[src/rtl/hazard_pkg.sv]
// Shared types and constants for the pipeline hazard controller: FSM states,
// the enable/flush bundle layout and the preset bundles the priority mux selects.
package hazard_pkg;

    typedef enum logic [1:0] {
        RUN  = 2'd0,
        WAIT = 2'd1,
        ERR  = 2'd2
    } hz_state_t;

    typedef struct packed {
        logic pc_write;
        logic ifid_write;
        logic idex_write;
        logic exmem_write;
        logic ifid_flush;
        logic idex_flush;
    } hz_ctrl_t;

    localparam hz_ctrl_t CTRL_NORMAL   = 6'b1111_00;
    localparam hz_ctrl_t CTRL_FREEZE   = 6'b0000_00;
    localparam hz_ctrl_t CTRL_REDIRECT = 6'b1111_11;
    localparam hz_ctrl_t CTRL_LOAD_USE = 6'b0011_01;

    // wait_cnt must be able to hold MEM_TIMEOUT itself.
    function automatic int wait_cnt_w(input int timeout);
        return $clog2(timeout + 1);
    endfunction

endpackage

[src/rtl/sat_counter.sv]
// Event counter that sticks at all-ones instead of wrapping.
module sat_counter #(
    parameter int W = 32
) (
    input  logic         clk,
    input  logic         rst_n,
    input  logic         inc,
    output logic [W-1:0] count
);

    logic [W-1:0] r_count;

    // NOTE: sequential state uses non-blocking assignments so every flop samples pre-edge values.
    always_ff @(posedge clk or negedge rst_n) begin
        if (!rst_n) begin
            r_count <= '0;
        end else if (inc && (r_count != '1)) begin
            r_count <= r_count + W'(1);
        end
    end

    assign count = r_count;

endmodule

[src/rtl/hazard_control.sv]
// Pipeline sequencing controller: memory-wait FSM with timeout, and a
// freeze > redirect > load-use priority mux driving the pipeline register enables.
module hazard_control
    import hazard_pkg::*;
#(
    parameter int REG_ADDR_W  = 5,
    parameter int MEM_TIMEOUT = 16,
    parameter int CNT_W       = 32
) (
    input  logic                  clk,
    input  logic                  rst_n,
    input  logic                  enable_hazard_control,
    input  logic [REG_ADDR_W-1:0] id_rs1,
    input  logic [REG_ADDR_W-1:0] id_rs2,
    input  logic                  id_uses_rs2,
    input  logic                  ex_memread,
    input  logic [REG_ADDR_W-1:0] ex_rd,
    input  logic                  ex_branch_taken,
    input  logic                  ex_jump,
    input  logic                  mem_req,
    input  logic                  mem_ready,
    output logic                  pc_write,
    output logic                  ifid_write,
    output logic                  idex_write,
    output logic                  exmem_write,
    output logic                  ifid_flush,
    output logic                  idex_flush,
    output logic                  mem_error,
    output logic [CNT_W-1:0]      stall_count,
    output logic [CNT_W-1:0]      flush_count
);

    localparam int WCW = wait_cnt_w(MEM_TIMEOUT);

    hz_state_t      r_state, w_state_nxt;
    logic [WCW-1:0] r_wait_cnt, w_wait_cnt_nxt;

    logic     w_freeze, w_redirect, w_load_use, w_take_redirect;
    hz_ctrl_t w_ctrl;

    always_ff @(posedge clk or negedge rst_n) begin
        if (!rst_n) begin
            r_state    <= RUN;
            r_wait_cnt <= '0;
        end else begin
            r_state    <= w_state_nxt;
            r_wait_cnt <= w_wait_cnt_nxt;
        end
    end

    // NOTE: defaults first so every path assigns every output; otherwise a latch is inferred.
    always_comb begin
        w_state_nxt    = r_state;
        w_wait_cnt_nxt = r_wait_cnt;
        unique case (r_state)
            RUN: begin
                if (mem_req && !mem_ready) begin
                    w_state_nxt    = WAIT;
                    w_wait_cnt_nxt = WCW'(1);
                end
            end
            WAIT: begin
                if (mem_ready) begin
                    w_state_nxt    = RUN;
                    w_wait_cnt_nxt = '0;
                end else if (r_wait_cnt == WCW'(MEM_TIMEOUT - 1)) begin
                    w_state_nxt = ERR;
                end else begin
                    w_wait_cnt_nxt = r_wait_cnt + WCW'(1);
                end
            end
            ERR:     w_state_nxt = ERR;
            default: w_state_nxt = RUN;
        endcase
    end

    assign w_freeze = ((r_state == RUN) && mem_req && !mem_ready)
                    || ((r_state == WAIT) && !mem_ready)
                    || (r_state == ERR);

    assign w_redirect = ex_branch_taken || ex_jump;

    assign w_load_use = enable_hazard_control && ex_memread && (ex_rd != '0)
                      && ((ex_rd == id_rs1) || (id_uses_rs2 && (ex_rd == id_rs2)));

    // Everything is held while reset is asserted, even though the FSM reads as RUN.
    always_comb begin
        w_ctrl = CTRL_NORMAL;
        if (!rst_n || w_freeze) begin
            w_ctrl = CTRL_FREEZE;
        end else if (w_redirect) begin
            w_ctrl = CTRL_REDIRECT;
        end else if (w_load_use) begin
            w_ctrl = CTRL_LOAD_USE;
        end
    end

    assign w_take_redirect = rst_n && !w_freeze && w_redirect;

    assign pc_write    = w_ctrl.pc_write;
    assign ifid_write  = w_ctrl.ifid_write;
    assign idex_write  = w_ctrl.idex_write;
    assign exmem_write = w_ctrl.exmem_write;
    assign ifid_flush  = w_ctrl.ifid_flush;
    assign idex_flush  = w_ctrl.idex_flush;
    assign mem_error   = (r_state == ERR);

    sat_counter #(.W(CNT_W)) u_stall_cnt (
        .clk   (clk),
        .rst_n (rst_n),
        .inc   (!w_ctrl.pc_write),
        .count (stall_count)
    );

    sat_counter #(.W(CNT_W)) u_flush_cnt (
        .clk   (clk),
        .rst_n (rst_n),
        .inc   (w_take_redirect),
        .count (flush_count)
    );

endmodule

[config.mk]
export PLATFORM = sky130hd
export DESIGN_NAME = hazard_control
export DESIGN_NICKNAME = d
export VERILOG_FILES = /design/src/rtl/hazard_pkg.sv /design/src/rtl/sat_counter.sv /design/src/rtl/hazard_control.sv
export SDC_FILE = /design/constraint.sdc
export NUM_CORES = 1
export LEC_CHECK = 0
export BUFFER_PORTS_ARGS = -buffer_cell sky130_fd_sc_hd__buf_4
export CORE_MARGIN = 4
export CORE_UTILIZATION = 35
export CTS_CLUSTER_SIZE = 25
export DETAILED_ROUTE_END_ITERATION = 6
export GPL_TIMING_DRIVEN = 0
export SYNTH_ARGS = -nofsm -noshare
export SYNTH_HDL_FRONTEND = slang
export SYNTH_HIERARCHICAL = 1
export SYNTH_SLANG_ARGS = --single-unit
[constraint.sdc]
create_clock -name clk -period 6.2 [get_ports clk]
set_clock_uncertainty 0.05 [all_clocks]
set_input_delay 0.93 -clock clk [delete_from_list [all_inputs] [get_ports clk]]
set_output_delay 0.93 -clock clk [all_outputs]
set_load 0.01 [all_outputs]
Yosys cells after proc, flatten, opt, wreduce, memory -nomap -nowiden. Cells that the tools add are included. W data, S select, Z words.

$mul: 0. Div/mod/pow operators: 0. Eq/ne operators: 10. Muxes and demuxes: 11. Add/subtract/negate cells: 3. Bitwise logic cells: 0. Shift operators: 0. Reductions and logical operators: 26. Magnitude comparators: 0.

Operators by type and width (count): $add A32 B1 Y32 const B (2); $ne A32 B32 Y1 const B (2); $mux W6 (3); $mux W5 (3); $logic_and A1 B1 Y1 (12); $eq A5 B5 Y1 (2); $pmux W5 S2 (1); $mux W2 (3); $ne A3 B3 Y1 const B (2); $pmux W2 S3 (1); $add A5 B1 Y5 const B (1); $eq A5 B4 Y1 const B (1); $logic_or A1 B1 Y1 (5); $reduce_bool A5 Y1 (1); $logic_not A1 Y1 (4); $reduce_and A3 Y1 (1); $eq A2 B1 Y1 const B (1); $eq A2 B2 Y1 const B (1); $logic_not A2 Y1 (1); $ne A2 B2 Y1 const B (1); $reduce_and A2 Y1 (1); $reduce_bool A2 Y1 (1).

Bits in read-only memories: 0. Memories kept: 0. Register bits: 71. Output and inout port bits: 71. Word-level logic and storage cells: 54. Input port bits: 24. RAM bits: 0. Bits in latches: 0.

Longest topological paths before layout. Gate-level depths: netlist of run 1.

Depth in word-level cells: 9. Gate-level depth with buffers: 11. Depth with buffers taken out: 10.

Hierarchy. The synthesis of run 1 kept the hierarchy.

Modules (own cells, without submodules): sat_counter (cells an instance 151, instances 2, area an instance 1624.1 um^2, seq. area each 800.8 um^2); hazard_control (cells an instance 64, instances 1, area an instance 589.3 um^2, seq. area each 175.2 um^2).

Worst setup path before layout of run 1. Ideal clock, no wire load.

Kind: input to register. From: input port mem_ready. To: register u_stall_cnt.r_count[29] (netlist: u_stall_cnt/count[29]). Path slack: 2899 ps. Setup time: 79 ps. Path buffers: 1. Data arrival time: 3171 ps. Stages: 10. Data required time: 6071 ps. Cells stage by stage: o311a_4 -> o21ai_2 -> inv_2 -> o31ai_1 -> and3_1 -> nor2b_1 -> clkbuf_1 -> nand4_1 -> nor4_2 -> xor2_1.

Longest elaborated chain between the ends: 8. Elaborated cells between the ends (all ways): 9. Those cells by class: mux: 1; reduce/logical: 8.

Ends and longest elaborated chain: start, declared (line hazard_control.sv:21) `input logic mem_ready,`; $logic_not A1 Y1 * (line hazard_control.sv:77, hazard_control.sv:78); $logic_and A1 B1 Y1 (on tied branches) (line hazard_control.sv:77, hazard_control.sv:78); $logic_or A1 B1 Y1 * (line hazard_control.sv:78) `|| ((r_state == WAIT) && !mem_ready)`; $logic_or A1 B1 Y1 * (line hazard_control.sv:79) `|| (r_state == ERR);`; $logic_or A1 B1 Y1 * (line hazard_control.sv:89) `if (!rst_n || w_freeze) begin`; $mux W6 * (line hazard_control.sv:89); $logic_not A1 Y1 * (line hazard_control.sv:111) `.inc (!w_ctrl.pc_write),`; $logic_and A1 B1 Y1 * (line sat_counter.sv:17) `end else if (inc && (r_count != '1)) begin`; end signal, assigned (line sat_counter.sv:18) `r_count <= r_count + W'(1);`; end, declared (line sat_counter.sv:11) `logic [W-1:0] r_count;`.

Every way passes the cells marked *; elsewhere a longest branch is shown, timed or not. A chain may end at the register's enable or synchronous reset.

Final worst setup path of run 1.
From: input port rst_n. To: register u_stall_cnt.r_count[29] (netlist: u_stall_cnt/count[29]).

Longest elaborated chain between the ends: 5.

Ends and longest elaborated chain: start, declared (line hazard_control.sv:11) `input logic rst_n,`; $logic_not A1 Y1 (no line); $logic_or A1 B1 Y1 (line hazard_control.sv:89); $mux W6 (line hazard_control.sv:89); $logic_not A1 Y1 (line hazard_control.sv:111); $logic_and A1 B1 Y1 (line sat_counter.sv:17).

Every way passes these cells.

==> results of run 1 <==
[cell families (layout without fill, tap and decap cells)]
logic type / count (synthesis) / count (layout) / share of synthesized area (%)
AND/OR/NAND/NOR: 173 / 173 / 26.61
adder cells (fa/ha/maj): 4 / 4 / 1.304
XOR/XNOR: 68 / 68 / 15.52
AO/OA/AOI/OAI: 31 / 31 / 6.848
flip-flops: 71 / 71 / 46.30
multiplexers: 5 / 5 / 1.467
buffers and inverters: 14 / 124 / 1.956
[power by group through the flow]
| stage | clock (W) | combinational [W] | sequential [W] |
|---|---|---|---|
| 2_1_floorplan | 0 | 0.00000769 | 0.000473 |
| 3_3_place_gp | 0 | 0.0000319 | 0.000473 |
| 3_5_place_dp | 0 | 0.0000324 | 0.000473 |
| 4_1_cts | 0.000479 | 0.0000325 | 0.000463 |
| 5_1_grt | 0.000500 | 0.0000362 | 0.000463 |
| 6_report | 0.000460 | 0.0000314 | 0.000464 |
[sequential cells by signal, summed over array words and instances (netlist names)]
signal	count
r_state	2
r_wait_cnt	5
u_flush_cnt/count	32
u_stall_cnt/count	32
[cell type report]
| class | count | share of cell area [%] |
|---|---|---|
| multi-input cells | 281 | 39.96 |
| flip-flops and latches | 71 | 35.76 |
| repair buffers | 94 | 14.20 |
| well taps | 136 | 3.425 |
| clock buffers | 11 | 3.047 |
| clock inverters | 5 | 2.090 |
| plain buffers | 7 | 0.9821 |
| inverters | 7 | 0.5288 |
[how the worst max path moves through the flow]
stage,from,to,depth (start not counted)
2_1_floorplan,mem_ready,u_stall_cnt/count[29]$_DFFE_PN0P_,10
3_3_place_gp,rst_n,u_stall_cnt/count[29]$_DFFE_PN0P_,11
3_5_place_dp,rst_n,u_stall_cnt/count[29]$_DFFE_PN0P_,11
4_1_cts,rst_n,pc_write,7
5_1_grt,rst_n,u_stall_cnt/count[29]$_DFFE_PN0P_,11
6_report,rst_n,u_stall_cnt/count[29]$_DFFE_PN0P_,11
[per-stage QoR]
step | util [%] | power, W | cell area (µm²) | hold WS [ns] | worst slack [ns]
4_1_cts | 47.28 | 0.0009751 | 4969 | 0.4567 | 2.452
6_report | 47.28 | 0.0009553 | 4969 | 0.4530 | 2.534
3_5_place_dp | 44.85 | 0.0005050 | 4713 | 0.4415 | 2.100
2_1_floorplan | - | 0.0004803 | 3837 | 0.4220 | 2.899
3_3_place_gp | 44.85 | 0.0005045 | 4713 | 0.4403 | 2.129
5_1_grt | 47.28 | 0.0009993 | 4969 | 0.4896 | 2.239
[layer usage]
layer  track usage [%]  vias up  wire, µm  part of all wire [%]
met2             25.83       95      4797                    50
met3             4.492        6       496                   5.2
li1                  -     1547         -                     -
met1             19.56     1587      4232                    44
met5                 0        -         0                     0
met4             3.446        0        66                  0.69
[critical path: cells and delay by family]
kind            cells  cell delay [ns]
compound gates      3             1.12
xor+xnor            1             0.17
simple gates        4             0.80
buf+inv             3             0.84
[cell usage after synthesis (4+ instances only)]
library cell / number
and3_1: 5
a21oi_1: 4
xor2_1: 19
nand2_1: 33
nor2_1: 22
o31ai_1: 5
inv_1: 6
o211ai_1: 5
xnor2_1: 49
nor3_2: 4
nor3_1: 8
nand4_1: 31
and4_1: 8
nand2b_1: 4
nand3_1: 30
o21ai_0: 4
or4_4: 4
dfrtp_1: 71
ha_1: 4
nor4_1: 7
==> impl_metrics.ini, run 1 <==
[critical_path]
worst_path_required_time_ns = 6.41
reg2reg_setup_slack_ns = 2.93
setup.worst_path.class = in2reg
worst_reg2reg_endpoint = u_stall_cnt/count[29]$_DFFE_PN0P_
timing.critical_path.slowest_cell_delay_ns = 0.75
r2r_cells = 11
path_cells = buf_4 -> o311a_4 -> o21ai_2 -> inv_2 -> o31ai_1 -> and3_1 -> nor2b_1 -> clkbuf_1 -> nand4_1 -> nor4_2 -> xor2_1
worst_setup_path_end_kind = flop
critical_path.startpoint_type = primary input
rr_startpoint = r_state[0]$_DFFE_PN0P_
timing.critical_path.arrival_ns = 3.88
crit_slowest_cell = o31ai_1
crit_path_max_fanout = 72

[pwr]
power.share.sequential_pct = 48.5
share_comb_of_total_power_pct = 3.3
internal_power_w = 0.0007661
clkPwrFrac_pct = 48.2
power_switching_w = 0.0001891
cellLeakagePower_nw = 2.208
vdd_ir_drop_max_uv = 117.1
netSwitchingFraction_pct = 19.80
power_density_nw_per_um2 = 192.3

[yosys]
synth_fp_nets = 394
yosys.area.top_type = dfrtp_1
synth_enable_flop_cells = 0
yosys_most_used_dff = dfrtp_1
postSynthCellCount = 366
postSynthRegisterBits = 71
syn_area_per_cell_um2 = 10.48
syn_area_um2 = 3837
fraction_of_synthesized_cell_area_taken_by_the_top_area_cell_type_pct = 46.30
yosys-top-cells-area = dfrtp_1 (46%), xnor2_1 (11%), nand4_1 (5.1%)
postSynth.asyncResetShare_pct = 100.0
yosysSeqAreaShare_pct = 46.30
synth-warning-count = 6
synth_cell_type_count = 44

[worst_hold_path]
whs_path_cells = 1
whs_endpoint = u_flush_cnt/count[31]$_DFFE_PN0P_
min_path_type = reg2reg
hp-start = u_flush_cnt/count[31]$_DFFE_PN0P_

[global_routing]
globalRouteTotalUtil_pct = 15.34
grt_max_degree = 73
globalRoute.totalOverflow = 0
grt_pass1_vias = 3240
grt_pass1_wl_mm = 16.01
number_of_antenna_violations_at_the_first_check_in_global_routing = 0

[floorplan]
die_w_um = 112.7
fp.dieH_um = 112.7
initial_utilization_pct = 36.52
coreArea_um2 = 10510
num_rows = 37
die_area_um2 = 12700
top_level_ports = 95

[timing]
max_slew_margin_pct = 37.99
max_clock_freq_mhz = 272.8
worst_slew_pin_slew_ns = 0.9302
setup_tns_ns = 0
finalMaxSlewViolations = 0
layout_worst_path_cycle_share_pct = 59.12
period_minus_slack_ns = 3.666
setup_repair_after_global_routing_missed_its_margin = false
setup-violations-final = 0
hold_violations = 0

[routing]
drtIter0Drc = 134
routed_wire_length_per_instance_um = 15.67
detailed_route_drc_error_count = 0
routed-via-count = 3235
route.detailed.vias_per_inst = 5.286
wirelength_mm = 9.592
detail-route-antenna-nets = 0
drt-pass1-iter-count = 5

[cells_and_area]
most-common-layout-cells = buf_4 (96), dfrtp_1 (71), xnor2_1 (49)
finalNonFillerCells = 612
final_common_cell = buf_4
nets = 499
fillerInstances = 1016
layout.area.seq_um2 = 1777
multiInputGateArea_um2 = 1986
n_antenna_cell = 0
layout-drive-gt1-share_pct = 29.62
areaGrowthSynthToFinish_pct = 29.48

[cts]
path_clk_slew_ns = 0.08
cts_tree = done
cts_root_buf = clkbuf_8
tritoncts_buffer_count = 9
cts_num_sinks = 71
cts_repair_resize_count = 0
post_cts_buffers = 0
clockBufferDepth = 2
clock_tree.htree_level_count = 3
clkLatencyLatePin_ns = 0.34
quantity_of_hold_fixing_buffers_added_after_cts = 0

[status]
outcome = finished clean

[placement]
dp.cells = 596
detailedPlacementHpwl_mm = 7.005
port_buffers = 94
gp_congestion = 0.8037

[job]
maxCapViolations = 0
Note: power is estimated with default switching activity, not from simulation.
==> run 2, diff against run 1 <==
--- a/config.mk
+++ b/config.mk
@@ -5,6 +5,7 @@
 export SDC_FILE = /design/constraint.sdc
 export NUM_CORES = 1
 export LEC_CHECK = 0
+export ABC_AREA = 1
 export BUFFER_PORTS_ARGS = -buffer_cell sky130_fd_sc_hd__buf_4
 export CORE_MARGIN = 4
 export CORE_UTILIZATION = 35
==> constraint.sdc (replaced) <==
create_clock -name clk -period 3.1 [get_ports clk]
set_clock_uncertainty 0.05 [all_clocks]
set_input_delay 0.465 -clock clk [delete_from_list [all_inputs] [get_ports clk]]
set_output_delay 0.465 -clock clk [all_outputs]
set_load 0.01 [all_outputs]
==> impl_metrics.ini, run 2 <==
[global_routing]
globalRoute.totalOverflow = 0
global_route.usage.met3_pct = 3.113
grt_pass1_wl_mm = 22.76
groute.layer.met2.usage_pct = 28.04
grtUsageMet1_pct = 23.22
gr-max-usage-layer = met2
grt_max_degree = 73
globalRouteTotalUtil_pct = 17.34
grt_pass1_vias = 4569
number_of_antenna_violations_at_the_first_check_in_global_routing = 0

[cts]
cts_tree = done
path_clk_slew_ns = 0.06
post_cts_buffers = 0
clkLatencyLatePin_ns = 0.34
clockBufferDepth = 2
cts_repair_resize_count = 1
quantity_of_hold_fixing_buffers_added_after_cts = 0
cts_root_buf = clkbuf_16
tritoncts_buffer_count = 9
clock_tree.htree_level_count = 3
cts_num_sinks = 71

[timing]
setup-violations-final = 0
fin_hold_ws_ns = -0.02746
setup_repair_after_global_routing_missed_its_margin = false
hold_violations = 23
max_slew_margin_pct = 61.51
max_clock_freq_mhz = 373.1
layout_worst_path_cycle_share_pct = 86.46
setup_tns_ns = 0
finalMaxSlewViolations = 0
period_minus_slack_ns = 2.680
worst_slew_pin_slew_ns = 0.5752

[yosys]
yosysSeqAreaShare_pct = 34.92
postSynthRegisterBits = 71
syn_area_um2 = 5087
dominant_cell_by_count_in_the_synthesized_netlist = nand2_1
synth_cell_type_count = 29
syn_area_per_cell_um2 = 6.514
synth_top_cells_by_count = nand2_1 (326), nor2_1 (116), inv_1 (75), dfrtp_1 (71), nand3_1 (53)
yosys_most_used_dff = dfrtp_1
synth_fp_nets = 809
yosys.area.top_type = dfrtp_1
postSynthCellCount = 781
postSynth.asyncResetShare_pct = 100.0
fraction_of_synthesized_cell_area_taken_by_the_top_area_cell_type_pct = 34.92
yosys-top-cells-area = dfrtp_1 (35%), nand2_1 (24%), nor2_1 (8.6%)
synth_enable_flop_cells = 0
synth-warning-count = 6

[routing]
detailed_route_drc_error_count = 0
wirelength_mm = 14.14
detail-route-antenna-nets = 0
routed-via-count = 5071
routed_wire_length_per_instance_um = 13.20
route.detailed.vias_per_inst = 4.735
drtIter0Drc = 324
drt-pass1-iter-count = 4

[floorplan]
coreArea_um2 = 14040
die_area_um2 = 16530
initial_utilization_pct = 36.23
fp.dieH_um = 128.6
die_w_um = 128.6
top_level_ports = 95
num_rows = 43

[pwr]
power.share.sequential_pct = 41.5
power_switching_w = 0.0004463
cellLeakagePower_nw = 3.049
clkPwrFrac_pct = 55.4
share_comb_of_total_power_pct = 3.1
netSwitchingFraction_pct = 19.99
fin_total_pwr_w = 0.002233
internal_power_w = 0.001786
vdd_ir_drop_max_uv = 229.2
power_density_nw_per_um2 = 349.5

[job]
maxCapViolations = 0

[status]
failed_checks = hold timing
outcome = finished, violations left

[critical_path]
setup.worst_path.class = reg2reg
rr_startpoint = r_state[0]$_DFFE_PN0P_
crit_path_max_fanout = 7
worst_setup_path_end_kind = flop
worst_reg2reg_endpoint = u_flush_cnt/count[18]$_DFFE_PN0P_
worst_path_required_time_ns = 3.28
reg2reg_setup_slack_ns = 0.42
critical_path.startpoint_type = flop
timing.critical_path.arrival_ns = 2.86
r2r_cells = 14

[cells_and_area]
nets = 914
most-common-layout-cells = nand2_1 (326), nor2_1 (116), buf_4 (97)
areaGrowthSynthToFinish_pct = 25.55
final_common_cell = nand2_1
layout-drive-gt1-share_pct = 19.53
n_antenna_cell = 0

[placement]
detailedPlacementHpwl_mm = 10.83
gp_congestion = 0.9195
port_buffers = 94

[worst_hold_path]
min_path_type = in2async
[run 2: cell count changes after synthesis, sizes merged, moves of 16 or more]
cell and change:
nand3 +25, inv +72, nand2 +314, xor2 -16, nor2 +107, xnor2 -34
[run 2: final cells by class]
cell class | instances | area [µm²]
buffer | 12 | 127.6
clock buffer | 11 | 252.7
clock inverter | 5 | 103.9
fill | 1475 | 7655
inverter | 80 | 304.0
multi-input combinational | 618 | 2879
sequential | 71 | 1777
tap | 180 | 225.2
timing repair buffer | 94 | 718.2
[run 2: worst max-delay path: stages, from the launching register on]
cell and delay (ns):
dfrtp_1 0.41, inv_2 0.09, nor2_4 0.05, nand2_4 0.07
nand2_1 0.06, nor2_2 0.30, o21ai_2 0.13, inv_1 0.27
inv_1 0.15, nor2_1 0.26, nand2_1 0.08, nor2_1 0.39
nand3_1 0.14, nand2_1 0.08, nand2_1 0.04
[run 2: power by group through the flow]
stage	Sequential [W]	Combinational, W	Clock (W)
6_report	0.000927	0.0000697	0.00124
5_1_grt	0.000926	0.0000820	0.00132
4_1_cts	0.000927	0.0000709	0.00127
3_5_place_dp	0.000944	0.0000701	0
3_3_place_gp	0.000944	0.0000697	0
2_1_floorplan	0.000944	0.0000205	0
[run 2: worst max-delay path by stage]
stage | cells after the start | slack, ns | endpoint | startpoint
finish | 14 | 0.42 | u_flush_cnt/count[18]$_DFFE_PN0P_ | r_state[0]$_DFFE_PN0P_
global route | 14 | 0.10 | u_flush_cnt/count[26]$_DFFE_PN0P_ | r_state[0]$_DFFE_PN0P_
CTS | 12 | 0.22 | u_flush_cnt/count[18]$_DFFE_PN0P_ | rst_n
detailed placement | 12 | -0.37 | u_flush_cnt/count[18]$_DFFE_PN0P_ | rst_n
global placement | 12 | -0.36 | u_flush_cnt/count[26]$_DFFE_PN0P_ | rst_n
floorplan | 13 | 0.81 | u_flush_cnt/count[26]$_DFFE_PN0P_ | mem_ready
[run 2: through the flow]
step | std cells | utilization (%) | worst slack [ns] | instance area [µm²]
global placement | 1055 | 42.86 | -0.3576 | 6018
detailed placement | 1055 | 42.86 | -0.3716 | 6018
CTS | 1071 | 45.42 | 0.2240 | 6379
finish | 1071 | 45.49 | 0.4196 | 6387
floorplan | 781 | - | 0.8107 | 5087
global route | 1071 | 45.49 | 0.1042 | 6387
[run 2: logic make-up (layout without fill, tap and decap cells)]
logic type / after synthesis / after routing / share of synthesized area, %
AND/OR/NAND/NOR: 577 / 577 / 50.17
buffers and inverters: 92 / 202 / 8.485
AO/OA/AOI/OAI: 19 / 19 / 2.336
XOR/XNOR: 18 / 18 / 3.099
flip-flops: 71 / 71 / 34.92
adder cells (fa/ha/maj): 4 / 4 / 0.9838
[run 2: metal layers]
layer | routed length (µm) | vias up
li1 | - | 2640
met1 | 6575 | 2330
met2 | 6588 | 83
met3 | 695 | 18
met4 | 277 | 0
met5 | 0 | -
